===== src/rtl/gpio_pkg.sv =====
// Shared constants for the switch/LED MMIO peripheral: bus geometry, register offsets, edge modes.
package gpio_pkg;

  localparam int unsigned BUS_AW = 5;
  localparam int unsigned BUS_DW = 32;
  localparam int unsigned BUS_BW = 4;

  localparam logic [BUS_AW-1:0] OFF_SW_STATE  = 5'h00;
  localparam logic [BUS_AW-1:0] OFF_SW_EDGE   = 5'h04;
  localparam logic [BUS_AW-1:0] OFF_IRQ_EN    = 5'h08;
  localparam logic [BUS_AW-1:0] OFF_LED_OUT   = 5'h0C;
  localparam logic [BUS_AW-1:0] OFF_LED_BLINK = 5'h10;

  localparam int unsigned EDGE_RISE = 0;
  localparam int unsigned EDGE_FALL = 1;
  localparam int unsigned EDGE_BOTH = 2;

  // Expand byte enables into a per-bit write mask.
  function automatic logic [BUS_DW-1:0] be_mask(input logic [BUS_BW-1:0] be);
    logic [BUS_DW-1:0] m;
    m = '0;
    for (int i = 0; i < int'(BUS_BW); i++) begin
      m[i*8 +: 8] = {8{be[i]}};
    end
    return m;
  endfunction

endpackage


===== src/rtl/gpio_sw_led_ctrl_if.sv =====
// CPU MMIO data-port bundle for the switch/LED peripheral.
interface gpio_sw_led_ctrl_if;
  import gpio_pkg::*;

  logic [BUS_AW-1:0] bus_addr;
  logic              bus_wr;
  logic              bus_rd;
  logic [BUS_BW-1:0] bus_be;
  logic [BUS_DW-1:0] bus_wdata;
  logic [BUS_DW-1:0] bus_rdata;
  logic              bus_rvalid;

  modport master (output bus_addr, bus_wr, bus_rd, bus_be, bus_wdata,
                  input  bus_rdata, bus_rvalid);
  modport slave  (input  bus_addr, bus_wr, bus_rd, bus_be, bus_wdata,
                  output bus_rdata, bus_rvalid);
endinterface


===== src/rtl/sw_debounce_bit.sv =====
// One switch input: 2-flop synchroniser followed by a consecutive-sample debounce counter.
module sw_debounce_bit #(
  parameter int unsigned DEBOUNCE_CYCLES = 20000
) (
  input  logic clk,
  input  logic reset,
  input  logic sw_async,
  output logic stable
);
  localparam int unsigned CW = $clog2(DEBOUNCE_CYCLES);

  logic [1:0]    sync_q;
  logic [CW-1:0] cnt;

  // Any sample matching the accepted value restarts the count, so glitches never accumulate.
  always_ff @(posedge clk or negedge reset) begin
    if (!reset) begin
      sync_q <= '0;
      cnt    <= '0;
      stable <= 1'b0;
    end else begin
      sync_q <= {sync_q[0], sw_async};
      if (sync_q[1] == stable) begin
        cnt <= '0;
      end else if (cnt == CW'(DEBOUNCE_CYCLES - 1)) begin
        stable <= sync_q[1];
        cnt    <= '0;
      end else begin
        cnt <= cnt + CW'(1);
      end
    end
  end

endmodule


===== src/rtl/gpio_sw_led_ctrl.sv =====
// Switch/LED MMIO peripheral: debounced switches with sticky edge capture and irq, masked LED writes, per-LED blink.
module gpio_sw_led_ctrl
  import gpio_pkg::*;
#(
  parameter int unsigned SW_WIDTH        = 24,
  parameter int unsigned LED_WIDTH       = 24,
  parameter int unsigned DEBOUNCE_CYCLES = 20000,
  parameter int unsigned EDGE_MODE       = 2,
  parameter int unsigned BLINK_DIV       = 5000000
) (
  input  logic                 clk,
  input  logic                 reset,
  input  logic [SW_WIDTH-1:0]  switch,
  output logic [LED_WIDTH-1:0] led,
  gpio_sw_led_ctrl_if.slave    mmio,
  output logic                 irq
);
  localparam int unsigned BLINK_CW = $clog2(BLINK_DIV);

  logic [SW_WIDTH-1:0]  sw_stable, sw_stable_d, sw_edge, irq_en;
  logic [SW_WIDTH-1:0]  edge_set_c, edge_clr_c;
  logic [LED_WIDTH-1:0] led_out, led_blink;
  logic [BLINK_CW-1:0]  presc;
  logic                 phase;
  logic [BUS_AW-1:0]    off_c;
  logic [BUS_DW-1:0]    wmask_c, rdata_c;
  logic                 wr_edge_c, wr_irq_en_c, wr_led_out_c, wr_led_blink_c;

  for (genvar i = 0; i < int'(SW_WIDTH); i++) begin : gen_db
    sw_debounce_bit #(.DEBOUNCE_CYCLES(DEBOUNCE_CYCLES)) u_db (
      .clk      (clk),
      .reset    (reset),
      .sw_async (switch[i]),
      .stable   (sw_stable[i])
    );
  end

  // Address decode, edge detection and read mux.
  always_comb begin
    off_c          = mmio.bus_addr & 5'b11100;
    wmask_c        = be_mask(mmio.bus_be);
    wr_edge_c      = mmio.bus_wr && (off_c == OFF_SW_EDGE);
    wr_irq_en_c    = mmio.bus_wr && (off_c == OFF_IRQ_EN);
    wr_led_out_c   = mmio.bus_wr && (off_c == OFF_LED_OUT);
    wr_led_blink_c = mmio.bus_wr && (off_c == OFF_LED_BLINK);

    if (EDGE_MODE == EDGE_RISE)      edge_set_c = sw_stable & ~sw_stable_d;
    else if (EDGE_MODE == EDGE_FALL) edge_set_c = ~sw_stable & sw_stable_d;
    else                             edge_set_c = sw_stable ^ sw_stable_d;

    edge_clr_c = wr_edge_c ? SW_WIDTH'(mmio.bus_wdata & wmask_c) : '0;

    case (off_c)
      OFF_SW_STATE:  rdata_c = BUS_DW'(sw_stable);
      OFF_SW_EDGE:   rdata_c = BUS_DW'(sw_edge);
      OFF_IRQ_EN:    rdata_c = BUS_DW'(irq_en);
      OFF_LED_OUT:   rdata_c = BUS_DW'(led_out);
      OFF_LED_BLINK: rdata_c = BUS_DW'(led_blink);
      default:       rdata_c = '0;
    endcase
  end

  // Registers read the pre-write state, so a same-cycle read returns the old value.
  always_ff @(posedge clk or negedge reset) begin
    if (!reset) begin
      sw_stable_d     <= '0;
      sw_edge         <= '0;
      irq_en          <= '0;
      led_out         <= '0;
      led_blink       <= '0;
      presc           <= '0;
      phase           <= 1'b0;
      led             <= '0;
      irq             <= 1'b0;
      mmio.bus_rdata  <= '0;
      mmio.bus_rvalid <= 1'b0;
    end else begin
      sw_stable_d <= sw_stable;
      sw_edge     <= (sw_edge & ~edge_clr_c) | edge_set_c;
      if (wr_irq_en_c)
        irq_en <= SW_WIDTH'((BUS_DW'(irq_en) & ~wmask_c) | (mmio.bus_wdata & wmask_c));
      if (wr_led_out_c)
        led_out <= LED_WIDTH'((BUS_DW'(led_out) & ~wmask_c) | (mmio.bus_wdata & wmask_c));
      if (wr_led_blink_c)
        led_blink <= LED_WIDTH'((BUS_DW'(led_blink) & ~wmask_c) | (mmio.bus_wdata & wmask_c));

      if (presc == BLINK_CW'(BLINK_DIV - 1)) begin
        presc <= '0;
        phase <= ~phase;
      end else begin
        presc <= presc + BLINK_CW'(1);
      end

      led             <= led_out & (~led_blink | {LED_WIDTH{phase}});
      irq             <= |(sw_edge & irq_en);
      mmio.bus_rvalid <= mmio.bus_rd;
      if (mmio.bus_rd) mmio.bus_rdata <= rdata_c;
    end
  end

endmodule


===== src/flat_wrapper.sv =====
// flat-port wrapper written by rule: the top's interface ports become plain ports
module gpio_sw_led_ctrl_flat import gpio_pkg::*;
#(
  parameter int unsigned SW_WIDTH        = 24,
  parameter int unsigned LED_WIDTH       = 24,
  parameter int unsigned DEBOUNCE_CYCLES = 20000,
  parameter int unsigned EDGE_MODE       = 2,
  parameter int unsigned BLINK_DIV       = 5000000
)
  (clk, reset, switch, led, irq, mmio_bus_addr, mmio_bus_wr, mmio_bus_rd, mmio_bus_be, mmio_bus_wdata, mmio_bus_rdata, mmio_bus_rvalid);
  gpio_sw_led_ctrl_if mmio_i ();
  input  logic clk;
  input  logic reset;
  input  logic [SW_WIDTH-1:0] switch;
  output logic [LED_WIDTH-1:0] led;
  output logic irq;
  input wire logic [$bits(mmio_i.bus_addr)-1:0] mmio_bus_addr;
  input wire logic [$bits(mmio_i.bus_wr)-1:0] mmio_bus_wr;
  input wire logic [$bits(mmio_i.bus_rd)-1:0] mmio_bus_rd;
  input wire logic [$bits(mmio_i.bus_be)-1:0] mmio_bus_be;
  input wire logic [$bits(mmio_i.bus_wdata)-1:0] mmio_bus_wdata;
  output wire logic [$bits(mmio_i.bus_rdata)-1:0] mmio_bus_rdata;
  output wire logic [$bits(mmio_i.bus_rvalid)-1:0] mmio_bus_rvalid;
  assign mmio_i.bus_addr = mmio_bus_addr;
  assign mmio_i.bus_wr = mmio_bus_wr;
  assign mmio_i.bus_rd = mmio_bus_rd;
  assign mmio_i.bus_be = mmio_bus_be;
  assign mmio_i.bus_wdata = mmio_bus_wdata;
  assign mmio_bus_rdata = mmio_i.bus_rdata;
  assign mmio_bus_rvalid = mmio_i.bus_rvalid;
  gpio_sw_led_ctrl #(.SW_WIDTH(SW_WIDTH), .LED_WIDTH(LED_WIDTH), .DEBOUNCE_CYCLES(DEBOUNCE_CYCLES), .EDGE_MODE(EDGE_MODE), .BLINK_DIV(BLINK_DIV)) u_core (.clk(clk), .reset(reset), .switch(switch), .led(led), .mmio(mmio_i), .irq(irq));
endmodule

===== config.mk =====
export PLATFORM = sky130hd
export DESIGN_NAME = gpio_sw_led_ctrl_flat
export DESIGN_NICKNAME = d
export VERILOG_FILES = /design/src/rtl/gpio_pkg.sv /design/src/rtl/gpio_sw_led_ctrl_if.sv /design/src/rtl/sw_debounce_bit.sv /design/src/rtl/gpio_sw_led_ctrl.sv /design/src/flat_wrapper.sv
export SDC_FILE = /design/constraint.sdc
export NUM_CORES = 1
export LEC_CHECK = 0
export ABC_CLOCK_PERIOD_IN_PS = 2000
export CORE_ASPECT_RATIO = 1.4
export CORE_UTILIZATION = 37
export DETAILED_ROUTE_END_ITERATION = 8
export GPL_TIMING_DRIVEN = 0
export PLACE_DENSITY = 0.6
export SLEW_MARGIN = 5
export SYNTH_ARGS = -nofsm -noshare
export SYNTH_HDL_FRONTEND = slang
export SYNTH_SLANG_ARGS = --single-unit

===== constraint.sdc =====
create_clock -name clk -period 2 [get_ports clk]
set_input_delay 0.4 -clock clk [delete_from_list [all_inputs] [get_ports clk]]
set_output_delay 0.4 -clock clk [all_outputs]
set_load 0.02 [all_outputs]

**Word-level counts from Yosys, hierarchy flattened**

Index checks and enable logic that the tools add are counted.

- Memories kept: 0
- Latch bits: 0
- Logic and storage cells: 283
- Output and inout bits: 58
- Memory bits (read-only): 0
- RAM bits: 0
- Register bits after elaboration: 634

- Order comparisons: 0
- Eq/ne operators: 53
- Reductions and logical operators: 30
- Add/sub/neg operators: 25
- Divide/modulo/power cells: 0
- Bitwise operators: 41
- Multiply operators: 0
- Multiplexer cells: 51
- Shift operators: 0

Operators by type and width:

| kind | number |
|---|---|
| two-way mux 15 bit | 48 |
| adder 15 x 1 -> 15 bit (second input constant) | 24 |
| == test 15 bit (second input constant) | 24 |
| AND 24 bit | 7 |
| OR 24 bit | 5 |
| one-hot mux 24 bit (5 select lines) | 1 |
| NOT 24 bit | 3 |
| AND reduction 2 bit | 24 |
| NOT 1 bit | 25 |
| == test 1 bit | 24 |
| two-way mux 24 bit | 1 |
| OR reduction 24 bit | 1 |
| bitwise XOR 24 bit | 1 |
| adder 23 x 1 -> 23 bit (second input constant) | 1 |
| == test 23 bit (second input constant) | 1 |
| two-way mux 23 bit | 1 |
| == test 3 x 2 -> 1 bit (second input constant) | 2 |
| logical NOT 5 bit | 1 |
| logical AND 1 bit | 4 |
| == test 3 x 1 -> 1 bit (second input constant) | 1 |
| == test 3 bit (second input constant) | 1 |

**Logic depth before layout (Yosys ltp)**

- Word-level depth: 6
- Mapped depth: 7
- Gate-level depth less buffers: 5

**Modules after synthesis**

Synthesis repeated with hierarchy kept, for this count alone.

- Cell total of the unflattened synthesis: 2584
- Area total of the unflattened synthesis: 28364.7 µm²

By module, submodules not included:

| module | instances | cells an instance | area an instance (µm²) |
|---|---|---|---|
| sw_debounce_bit | 24 | 81 | 837.1 |
| gpio_sw_led_ctrl | 1 | 640 | 8275.4 |

**Least setup slack after synthesis**

No wires, ideal clock.

- Path type: in2reg
- From: input mmio_bus_addr[2]
- To: register u_core.mmio.bus_rdata[13]
- Stages: 5
- Arrival: 1.763 ns
- Slack: 0.111 ns
- Library setup time: 0.126 ns
- Path buffers: 2
- Data required time: 1.874 ns
- Path through: buf_2 -> buf_1 -> mux2_2 -> a22o_1 -> a221o_1

- Cells in the longest elaborated chain, start to end: 2

Ends and longest elaborated chain:

| item | RTL line | source |
|---|---|---|
| start, declared | flat_wrapper.sv:17 | `input wire logic [$bits(mmio_i.bus_addr)-1:0] mmio_bus_addr;` |
| == test 3 bit, or another cell as far along | gpio_sw_led_ctrl.sv:53 | `case (off_c)` |
| one-hot mux 24 bit (5 select lines) (*) | gpio_sw_led_ctrl.sv:53 |  |
| end signal, assigned | gpio_sw_led_ctrl.sv:97 | `if (mmio.bus_rd) mmio.bus_rdata <= rdata_c;` |
| end, declared | gpio_sw_led_ctrl_if.sv:16 | `output bus_rdata, bus_rvalid);` |

Mark *: on every way between the ends. The rest lies on a longest branch, timed or not.
A chain may end at the register's enable or synchronous reset.

**Final worst setup path**

- From: register u_core.led[5]
- To: output led[5]

RTL lines:

| item | RTL line | source |
|---|---|---|
| start, declared | gpio_sw_led_ctrl.sv:14 | `output logic [LED_WIDTH-1:0] led,` |
| start signal, assigned | gpio_sw_led_ctrl.sv:94 | `led <= led_out & (~led_blink \| {LED_WIDTH{phase}});` |
| end, declared | flat_wrapper.sv:15 | `output logic [LED_WIDTH-1:0] led;` |

No word-level cell between the ends.

==> flow_metrics.env <==
export IMPL_outcome="finished with violations"
export IMPL_violations="negative hold slack"
export IMPL_timing_hold_violations_final=67
export IMPL_htree_num_levels=3
export IMPL_cts_tree="yes"
export IMPL_crit_required_ns=1.60
export IMPL_placedCellCount=3584
export IMPL_grt_usage_pct=17.5
export IMPL_num_rows=118
export IMPL_cts_buffer_depth=3
export IMPL_num_vias=19300
export IMPL_power_density_nw_per_um2=874
export IMPL_fin_skew_ns=0.0186
export IMPL_io_pins=127
export IMPL_drtAntennaViolNets=0
export IMPL_fin_crit_sh_pct=97.5
export IMPL_clk_pin_slew_worst_paths_ns=0.06
export IMPL_avgSynthCellArea_um2=11.2
export IMPL_crit_path_cell_trace="clkdlybuf4s50_1"
export IMPL_post_route_min_period_ns=1.95
export IMPL_first_iter_violations=1154
export IMPL_cp_max_fo=1
export IMPL_drv_cap=0
export IMPL_final_cell_mix="dfrtp_1, nor2_1, xor2_1, xnor2_1, nand4_1"
export IMPL_synth_async_reset_ratio_pct=100
export IMPL_syn_area_um2=28000
export IMPL_clockPowerShare_pct=43.6
export IMPL_setup_slack_ns=0.0504
export IMPL_grt_pass1_vias=20200
export IMPL_cp_top_family="buffers and inverters"
export IMPL_nFillCells=6949
export IMPL_grt_pass1_wl_mm=107
export IMPL_slew_viol_final=0
export IMPL_seqPwrFrac_pct=48.5
export IMPL_crit_buf_inv=1
export IMPL_worstPathArrival_ns=1.55
export IMPL_max_freq_mhz=513
export IMPL_cts_buffers=67
export IMPL_setup_viol=0
export IMPL_swShare_pct=24.0
export IMPL_drc_errors=0
export IMPL_timing_slew_headroom_pct=47.2
export IMPL_cp_slowest_stage_delay_ns=0.60
export IMPL_viasPerCell=5.24
export IMPL_drtPass1Iterations=5
export IMPL_final_cells=3693
export IMPL_nNetsFinal=2776
export IMPL_areaGrowthSynthToFinish_pct=17.4
export IMPL_min_path_type="input pin to asynchronous set/reset pin"
export IMPL_peakVddDrop_v=0.000591
export IMPL_slowest_stage="clkdlybuf4s50_1"
export IMPL_clock_sink_count=626
export IMPL_synth_cells=2504
export IMPL_portBuffers=106
export IMPL_detail_route_wl_per_cell_um=17.6
export IMPL_initial_utilization_pct=37.6
export IMPL_p_switching_mw=6.89
export IMPL_fp_coreArea_um2=74400
export IMPL_grt_ovfl_total=0
export IMPL_crit_type="flip-flop to primary output"
export IMPL_gp_congestion=0.854
export IMPL_grt_max_degree=120
export IMPL_die_area_um2=76700
export IMPL_antenna_found_initial=9
export IMPL_synth_seq_cells=626
export IMPL_synthFlopType="dfrtp_1"
export IMPL_ys_seq_area_share_pct=56.0
export IMPL_finalPower_mw=28.7
export IMPL_clk_latency_ns=0.61
export IMPL_chipHeight_um=327
export IMPL_dp_hpwl_mm=45.4
export IMPL_finalWirelength_mm=65.1
export IMPL_endpoint_kind="primary output"
export IMPL_whs_ns=-0.234
export IMPL_worst_slew_pin_slew_ns=0.793
export IMPL_post_place_ws_ns=-0.893
export IMPL_p_leak_nw=14.4
export IMPL_drive_gt1_share_pct=11.4
export IMPL_comb_power_share_pct=7.9
export IMPL_synth_distinct_cells=50
export IMPL_intPower_mw=21.8
export IMPL_synth_edf_count=0
export IMPL_cts_root_buf="clkbuf_16"
export IMPL_ys_warn_count=0
export IMPL_die_x_um=234
export IMPL_final_common_cell="dfrtp_1"
export IMPL_startpoint_type="flip-flop"
[layer usage]
layer	part of all wire, %	track usage (%)	vias to the layer above
li1	-	-	9158
met1	43	22.3	9666
met2	48	28.7	379
met3	4.4	3.01	125
met4	3.7	8.42	8
met5	0.080	0	-
[layout make-up]
cell class / instances / area [µm²] / share of cell area [%]
diodes: 5 / 12.5 / 0.0381
clock buffers: 95 / 2000 / 6.08
well taps: 960 / 1200 / 3.66
clock inverters: 20 / 214 / 0.652
plain buffers: 75 / 365 / 1.11
flip-flops and latches: 626 / 15700 / 47.7
repair buffers: 122 / 1280 / 3.89
inverters: 19 / 71.3 / 0.217
multi-input cells: 1771 / 12000 / 36.6
[synthesized netlist by cell type, types with 2 or more instances]
cell type / number / share of area [%]
and3_1: 23 / 0.51
o31ai_1: 4 / 0.11
nor4_1: 40 / 0.89
a21oi_1: 17 / 0.30
inv_1: 18 / 0.24
a21boi_0: 24 / 0.64
xnor2_1: 155 / 4.9
and4_1: 72 / 2.3
nor2b_1: 26 / 0.58
or4bb_1: 2 / 0.081
buf_4: 10 / 0.27
nand3_1: 126 / 2.3
nand2_1: 141 / 1.9
buf_1: 4 / 0.054
ha_1: 25 / 1.1
nor3_1: 50 / 0.89
o21ai_0: 11 / 0.20
nor2_2: 9 / 0.20
buf_2: 3 / 0.054
dfrtp_1: 626 / 56
a22o_1: 24 / 0.75
or2_2: 2 / 0.045
a221o_1: 23 / 0.82
or4_1: 10 / 0.27
and2_1: 35 / 0.78
clkbuf_1: 77 / 1.0
nor2_1: 349 / 4.7
nand2b_1: 7 / 0.16
a22oi_1: 33 / 0.89
a21o_1: 24 / 0.64
xor2_1: 211 / 6.6
nand4_1: 138 / 3.1
nor4b_1: 37 / 1.2
or4b_1: 2 / 0.072
or3_1: 14 / 0.31
mux2_2: 118 / 4.8
[power by group through the flow]
stage	Clock, mW	Combinational, mW	Sequential, mW
detailed placement	0	2.38	14.2
global placement	0	2.22	14.2
floorplan	0	1.03	14.1
global route	13.4	2.49	14.0
finish	12.5	2.26	13.9
CTS	12.9	2.29	13.9
[metrics by stage]
| stage | utilization (%) | instance area (µm²) | setup TNS, ns |
|---|---|---|---|
| 2_1_floorplan | - | 28000 | 0 |
| 3_3_place_gp | 40.7 | 30300 | - |
| 3_5_place_dp | 40.9 | 30400 | -128.31 |
| 4_1_cts | 43.8 | 32600 | -2.03 |
| 5_1_grt | 44.1 | 32800 | -0.00144 |
| 6_report | 44.1 | 32800 | 0 |
[logic make-up (layout without fill, tap and decap cells)]
group	Yosys count	count (layout)	share of synthesized area (%)
buffers and inverters	114	331	1.70
other	1	13	0.0134
and+or+nand+nor	1088	1088	20.3
muxes	120	120	4.89
xor gates and xnor gates	366	366	11.5
AOI/OAI and AO/OA	164	164	4.47
DFF	626	626	56.0
adders and majority gates	25	25	1.12
[final timing paths]
check	start	end	slack (ns)	cells after the start
max in group asynchronous	reset	u_core.gen_db[10].u_db.sync_q[0]	0.34	4
max	u_core.led[5]	led[5]	0.05	1
min reg2reg	u_core.gen_db[13].u_db.sync_q[0]	u_core.gen_db[13].u_db.sync_q[1]	0.35	0
min	reset	u_core.gen_db[22].u_db.cnt[7]	-0.23	1
min in group clk	switch[5]	u_core.gen_db[5].u_db.sync_q[0]	0.23	1
max reg2reg	u_core.gen_db[14].u_db.cnt[8]	u_core.gen_db[14].u_db.cnt[11]	0.06	5
[repair_timing]
item                       CTS  global route
resized for setup           63            46
hold endpoints to repair    67            67
buffers inserted             2             7
pin swaps                    1             4
setup endpoints to repair  367           393
Power figures use the tool's default switching activity.
